==> config.mk <==
export PLATFORM = sky130hd
export DESIGN_NAME = csa_adder_8bit
export DESIGN_NICKNAME = d
export VERILOG_FILES = /design/src/rtl/csa_adder_8bit.sv
export SDC_FILE = /design/constraint.sdc
export NUM_CORES = 1
export LEC_CHECK = 0
export CORE_MARGIN = 2
export CORE_UTILIZATION = 35
export CTS_BUF_LIST = sky130_fd_sc_hd__clkbuf_4 sky130_fd_sc_hd__clkbuf_8 sky130_fd_sc_hd__clkbuf_16
export DETAILED_ROUTE_END_ITERATION = 10
export GPL_TIMING_DRIVEN = 0
export PLACE_DENSITY = 0.79
export SYNTH_ARGS = -nofsm -noshare
export SYNTH_HDL_FRONTEND = slang
export SYNTH_HIERARCHICAL = 1
export SYNTH_SLANG_ARGS = --single-unit
==> constraint.sdc <==
create_clock -name clock -period 0.8 [get_ports clock]
set_input_delay 0.12 -clock clock [delete_from_list [all_inputs] [get_ports clock]]
set_output_delay 0.12 -clock clock [all_outputs]
set_load 0.05 [all_outputs]
==> src/rtl/csa_adder_8bit.sv <==
// 8-bit carry-select adder with registered {out,sum}; BLOCK_W-bit ripple blocks.
// Define CSA_OVF_EN to add the registered signed-overflow output ovf.

module csa_fa (
    input  logic a,
    input  logic b,
    input  logic ci,
    output logic s,
    output logic co
);
    assign s  = a ^ b ^ ci;
    assign co = (a & b) | (ci & (a ^ b));
endmodule

module csa_ripple #(
    parameter int W = 4
) (
    input  logic [W-1:0] a,
    input  logic [W-1:0] b,
    input  logic         ci,
    output logic [W-1:0] s,
    output logic         co
);
    // One scalar carry per bit keeps the chain free of self-referencing vectors.
    for (genvar i = 0; i < W; i++) begin : bit_g
        logic c_in;
        logic c_out;
        if (i == 0) begin : g_first
            assign c_in = ci;
        end else begin : g_next
            assign c_in = bit_g[i-1].c_out;
        end
        csa_fa u_fa (
            .a  (a[i]),
            .b  (b[i]),
            .ci (c_in),
            .s  (s[i]),
            .co (c_out)
        );
    end
    assign co = bit_g[W-1].c_out;
endmodule

module csa_adder_8bit #(
    parameter int BLOCK_W = 4   // 2 or 4
) (
    input  logic       clock,
    input  logic       resetn,
    input  logic [7:0] in0,
    input  logic [7:0] in1,
    input  logic       cin,
    output logic       out,
    output logic [7:0] sum
`ifdef CSA_OVF_EN
    ,
    output logic       ovf
`endif
);
    localparam int NBLK = 8 / BLOCK_W;

    logic [7:0] sum_p0;
    logic       cout_p0;

    for (genvar k = 0; k < NBLK; k++) begin : blk_g
        logic cout;
        if (k == 0) begin : g_low
            csa_ripple #(.W(BLOCK_W)) u_rc (
                .a  (in0[k*BLOCK_W +: BLOCK_W]),
                .b  (in1[k*BLOCK_W +: BLOCK_W]),
                .ci (cin),
                .s  (sum_p0[k*BLOCK_W +: BLOCK_W]),
                .co (cout)
            );
        end else begin : g_sel
            logic               csel;
            logic [BLOCK_W-1:0] s0;
            logic [BLOCK_W-1:0] s1;
            logic               c0;
            logic               c1;
            csa_ripple #(.W(BLOCK_W)) u_rc0 (
                .a  (in0[k*BLOCK_W +: BLOCK_W]),
                .b  (in1[k*BLOCK_W +: BLOCK_W]),
                .ci (1'b0),
                .s  (s0),
                .co (c0)
            );
            csa_ripple #(.W(BLOCK_W)) u_rc1 (
                .a  (in0[k*BLOCK_W +: BLOCK_W]),
                .b  (in1[k*BLOCK_W +: BLOCK_W]),
                .ci (1'b1),
                .s  (s1),
                .co (c1)
            );
            assign csel                         = blk_g[k-1].cout;
            assign sum_p0[k*BLOCK_W +: BLOCK_W] = csel ? s1 : s0;
            assign cout                         = csel ? c1 : c0;
        end
    end

    assign cout_p0 = blk_g[NBLK-1].cout;

    // stage p0 -> output register
    always_ff @(posedge clock or negedge resetn) begin
        if (!resetn) begin
            sum <= 8'h00;
            out <= 1'b0;
        end else begin
            sum <= sum_p0;
            out <= cout_p0;
        end
    end

`ifdef CSA_OVF_EN
    logic ovf_p0;
    assign ovf_p0 = (in0[7] == in1[7]) && (sum_p0[7] != in0[7]);

    always_ff @(posedge clock or negedge resetn) begin
        if (!resetn) begin
            ovf <= 1'b0;
        end else begin
            ovf <= ovf_p0;
        end
    end
`endif

endmodule

# Word-level counts from Yosys, hierarchy flattened
# Index checks and enable logic that the tools add are counted.
# W data, S select, Z words.
# totals
regBits	9
in_bits	19
output_inout_bits	9
word_cells	52
# classes
n_mux	2
bitwise_logic	48
# ops
op	n
$and A1 B1 Y1	18
$xor A1 B1 Y1	18
$or A1 B1 Y1	11
$mux W4	1
$mux W1	1
$not A1 Y1	1

# Logic depth before layout (Yosys ltp)
# depth
depth_word	10
mapped_depth	5
depth_no_buf	5

# Hierarchy
# Netlist, hierarchy kept.
# by_module_without_submodules
module	instances	cells_each	area_per_inst_um2	seq_area_each_um2
csa_adder_8bit	1	16	289.0	225.2
csa_fa	12	1	20.0	0.0

# Least setup slack after synthesis
# Ideal clock, no wire load.
# synth_path
path_kind	input port to flip-flop
start	input port in0[0]
end	register out
setup_ns	0.125
arrival_time_ns	2.037
required_ns	0.675
setup_slack_ns	-1.362
cell_stages	5
n_path_buf	0
cell_sequence	fa_1 fa_1 fa_1 fa_1 mux2_2
# synth_via
elab_chain_len	10
word_cells_on_any_way	11
cone_classes	mux (1); bitwise (10)
# synth_rtl
element	line_no	rtl
start: declaration	49	input logic [7:0] in0,
$xor A1 B1 Y1	12	assign co = (a & b) | (ci & (a ^ b));
$and A1 B1 Y1	12	
$or A1 B1 Y1 (*)	12	
$and A1 B1 Y1 (*)	12	
$or A1 B1 Y1 (*)	12	
via blk_g[0].g_low.u_rc.bit_g[1].c_out	27	logic c_out;
$and A1 B1 Y1 (*)	12	
$or A1 B1 Y1 (*)	12	
via blk_g[0].g_low.u_rc.bit_g[2].c_out	27	
$and A1 B1 Y1 (*)	12	
$or A1 B1 Y1 (*)	12	
via blk_g[0].cout	65	logic cout;
$mux W1 (*)	96	assign cout = csel ? c1 : c0;
via blk_g[1].cout	65	
end signal: assignment	109	out <= cout_p0;
end: declaration	52	output logic out,
# Mark *: on every way through the listed nets, which the timed path passes. The rest lies on a longest branch.

# Worst setup path after layout
# layout_path
start	input port cin
end	register sum[6]
# layout_via
elab_chain_len	9
# layout_rtl
element	line_no	rtl
start: declaration	51	input logic cin,
$and A1 B1 Y1	12	
$or A1 B1 Y1	12	
via blk_g[0].g_low.u_rc.bit_g[0].c_out	27	
$and A1 B1 Y1	12	
$or A1 B1 Y1	12	
via blk_g[0].g_low.u_rc.bit_g[1].c_out	27	
$and A1 B1 Y1	12	
$or A1 B1 Y1	12	
via blk_g[0].g_low.u_rc.bit_g[2].c_out	27	
$and A1 B1 Y1	12	
$or A1 B1 Y1	12	
via blk_g[0].cout	65	
$mux W4	95	assign sum_p0[k*BLOCK_W +: BLOCK_W] = csel ? s1 : s0;
via sum_p0[6]	61	logic [7:0] sum_p0;
end signal: assignment	108	sum <= sum_p0;
end: declaration	53	output logic [7:0] sum
# The timed path passes the listed nets, and every way through them passes these cells.

==> results.md <==
- Layout overhead on the synthesized area: 68.32%
- GRT busiest layer: met2
- Unrepaired setup endpoints after global routing: yes
- Worst setup margin: -1.094 ns
- Tightest Hold Check Type: input pin to asynchronous set/reset pin
- DP Area: 839.6 um2
- Mean Syn Cell Area: 18.90 um2
- Detail Route Antenna Nets: 0
- Die width: 42.89 um
- Pin count of the biggest net entering global routing: 10
- Net count, final: 91
- Crit path max-delay cell type: fa_2
- First-pass DRT Iterations: 1
- Vias: roughly 330
- Crit-path cells: buf_6 -> fa_2 -> fa_2 -> fa_2 -> fa_2 -> mux2_4
- Wirelength, routed: around 860 um
- Post-layout total power: approximately 1800 uW
- Layout cell share with drive strength beyond 1: 0.5593
- Ys Warns: 6
- Die extent in y: 42.89 um
- Final hold vios: 0
- Met3 GRT Util: 0.01277
- Final Cycle Share: 2.368
- Commonest non-fill, non-tap cell in the layout: buf_6
- GRT Overall Usage: 0.1142
- Routed WL per cell: 11.47 um
- Dpl hpwl: around 800 um
- Clock Tree Root: clkbuf_4
- CP startpoint: cin
- Antenna Cells: 0
- CP peak stage delay: about 0.42 ns
- Buf+Inv Stages, Crit Path: 1
- Failing checks: negative setup slack
- Mapped Area: 529.3 um2
- DR DRC count: 0
- Worst-path maximum fanout: 5
- Finished Cell Area: 890.9 um2
- CTS tree: done
- Crit path DAT: 2.03 ns
- Core box area: 1454 um2
- Global-route wire length before repair: 1518 um
- Crit path max-delay family: adder cells
- Buffers on Ports: 27
- PD cells: 2010 nW/um2
- Most used cell, CP: fa_2
- Final setup fails: 17
- Vias in the first global route: 373
- Area of the die: 1839 um2
- Synth Register Bits: 9
- Highest clock rate: about 530 MHz
- Most frequent cells in the layout: buf_6 (11), fa_2 (10), clkdlybuf4s50_1 (9), dfrtp_1 (9)
- Hold_buf cts: 0
- Htree depth: 1
- Critical Path Start Type: input pin
- Worst-path clk slew: 0.07 ns
- Worst hold slack: 0.1410 ns
- CTS buffer count: 3
- Vias per inst: ~4.4
- Max Cap Viol: 0
- Met2 usage in global routing: 0.2000
- Initial cell density of the core: 0.3640
- Cell Rows: 14
- CP Capture Type: flip-flop
- Leakage: roughly 0.00039 uW
- Worst path required time: around 0.94 ns
- Gpl congestion: 0.6426
- Grt ovf: 0
- # Post-CTS Setup Buffers: 0
- Unique masters post-synth: 4
- Initial DRC Count: 0
- Worst vdd ir: 0.8466 mV
- Register area share after synthesis: 0.4255
- GR Layer Usage met1: 0.1289
- Clk buf depth: 2
- Clk sinks: 9
- Antenna violations before repair: 0
- Cells after synthesis: 28
- Final slew viol count: 0
- Tmin final: 1.894 ns
- Syn Nets: 59
- IO Pins: 28
- WS Path Type: input pin to flip-flop
- Status: finished, violations left
-- routing by layer --
metal | vias up | wire length [um] | share of wire
li1 | 147 | - | -
met1 | 169 | 297 | 0.35
met2 | 16 | 510 | 0.59
met3 | 0 | 52 | 0.060
met4 | 0 | 0 | 0
met5 | - | 0 | 0
-- worst max path at each step --
stage	end	slack, ns	cells past startpoint
finish	sum[6]	-1.09	6
global route	sum[6]	-1.12	6
CTS	sum[7]	-1.10	6
detailed placement	sum[5]	-1.80	6
global placement	sum[7]	-1.76	6
floorplan	out	-1.24	5
-- registers in the layout, indices dropped and copies added, names as in the netlist --
name  count
out       1
sum       8
-- logic make-up after synthesis --
logic type,share of synthesized area
fa+ha+maj,0.4539
flops,0.4255
other cells,0.01419
mux,0.1064
-- cell type report --
| cell class | count | area, um2 |
|---|---|---|
| multi-input combinational | 19 | 340.3 |
| clock buffer | 3 | 22.52 |
| sequential | 9 | 225.2 |
| fill | 111 | 563.0 |
| timing repair buffer | 27 | 277.8 |
| tap | 16 | 20.02 |
| clock inverter | 1 | 5.005 |
-- synth_stat cells --
master   count  share of area
fa_1        12           0.45
mux2_2       5           0.11
conb_1       2          0.014
dfrtp_1      9           0.43
-- per-stage QoR --
step | std cells | setup WS (ns) | utilization | setup TNS, ns
2_1_floorplan | 28 | -1.238 | - | -8.146
3_3_place_gp | 71 | -1.761 | 0.5775 | -16.24
3_5_place_dp | 71 | -1.800 | 0.5775 | -16.73
4_1_cts | 75 | -1.099 | 0.6110 | -7.863
5_1_grt | 75 | -1.115 | 0.6127 | -8.076
6_report | 75 | -1.094 | 0.6127 | -7.730
-- power by group --
| group | leakage (uW) | switching (uW) | internal, uW |
|---|---|---|---|
| logic | 0.000264 | 485 | 376 |
| registers | 0.000105 | 43.9 | 545 |
| clock network | 0.0000177 | 157 | 184 |
-- repair_timing --
item | CTS | global route
gates resized for setup | 96 | 1
pin swaps | 9 | 1
endpoints found under the setup margin | 18 | 17
No activity file was read; power rests on OpenSTA's default activity.
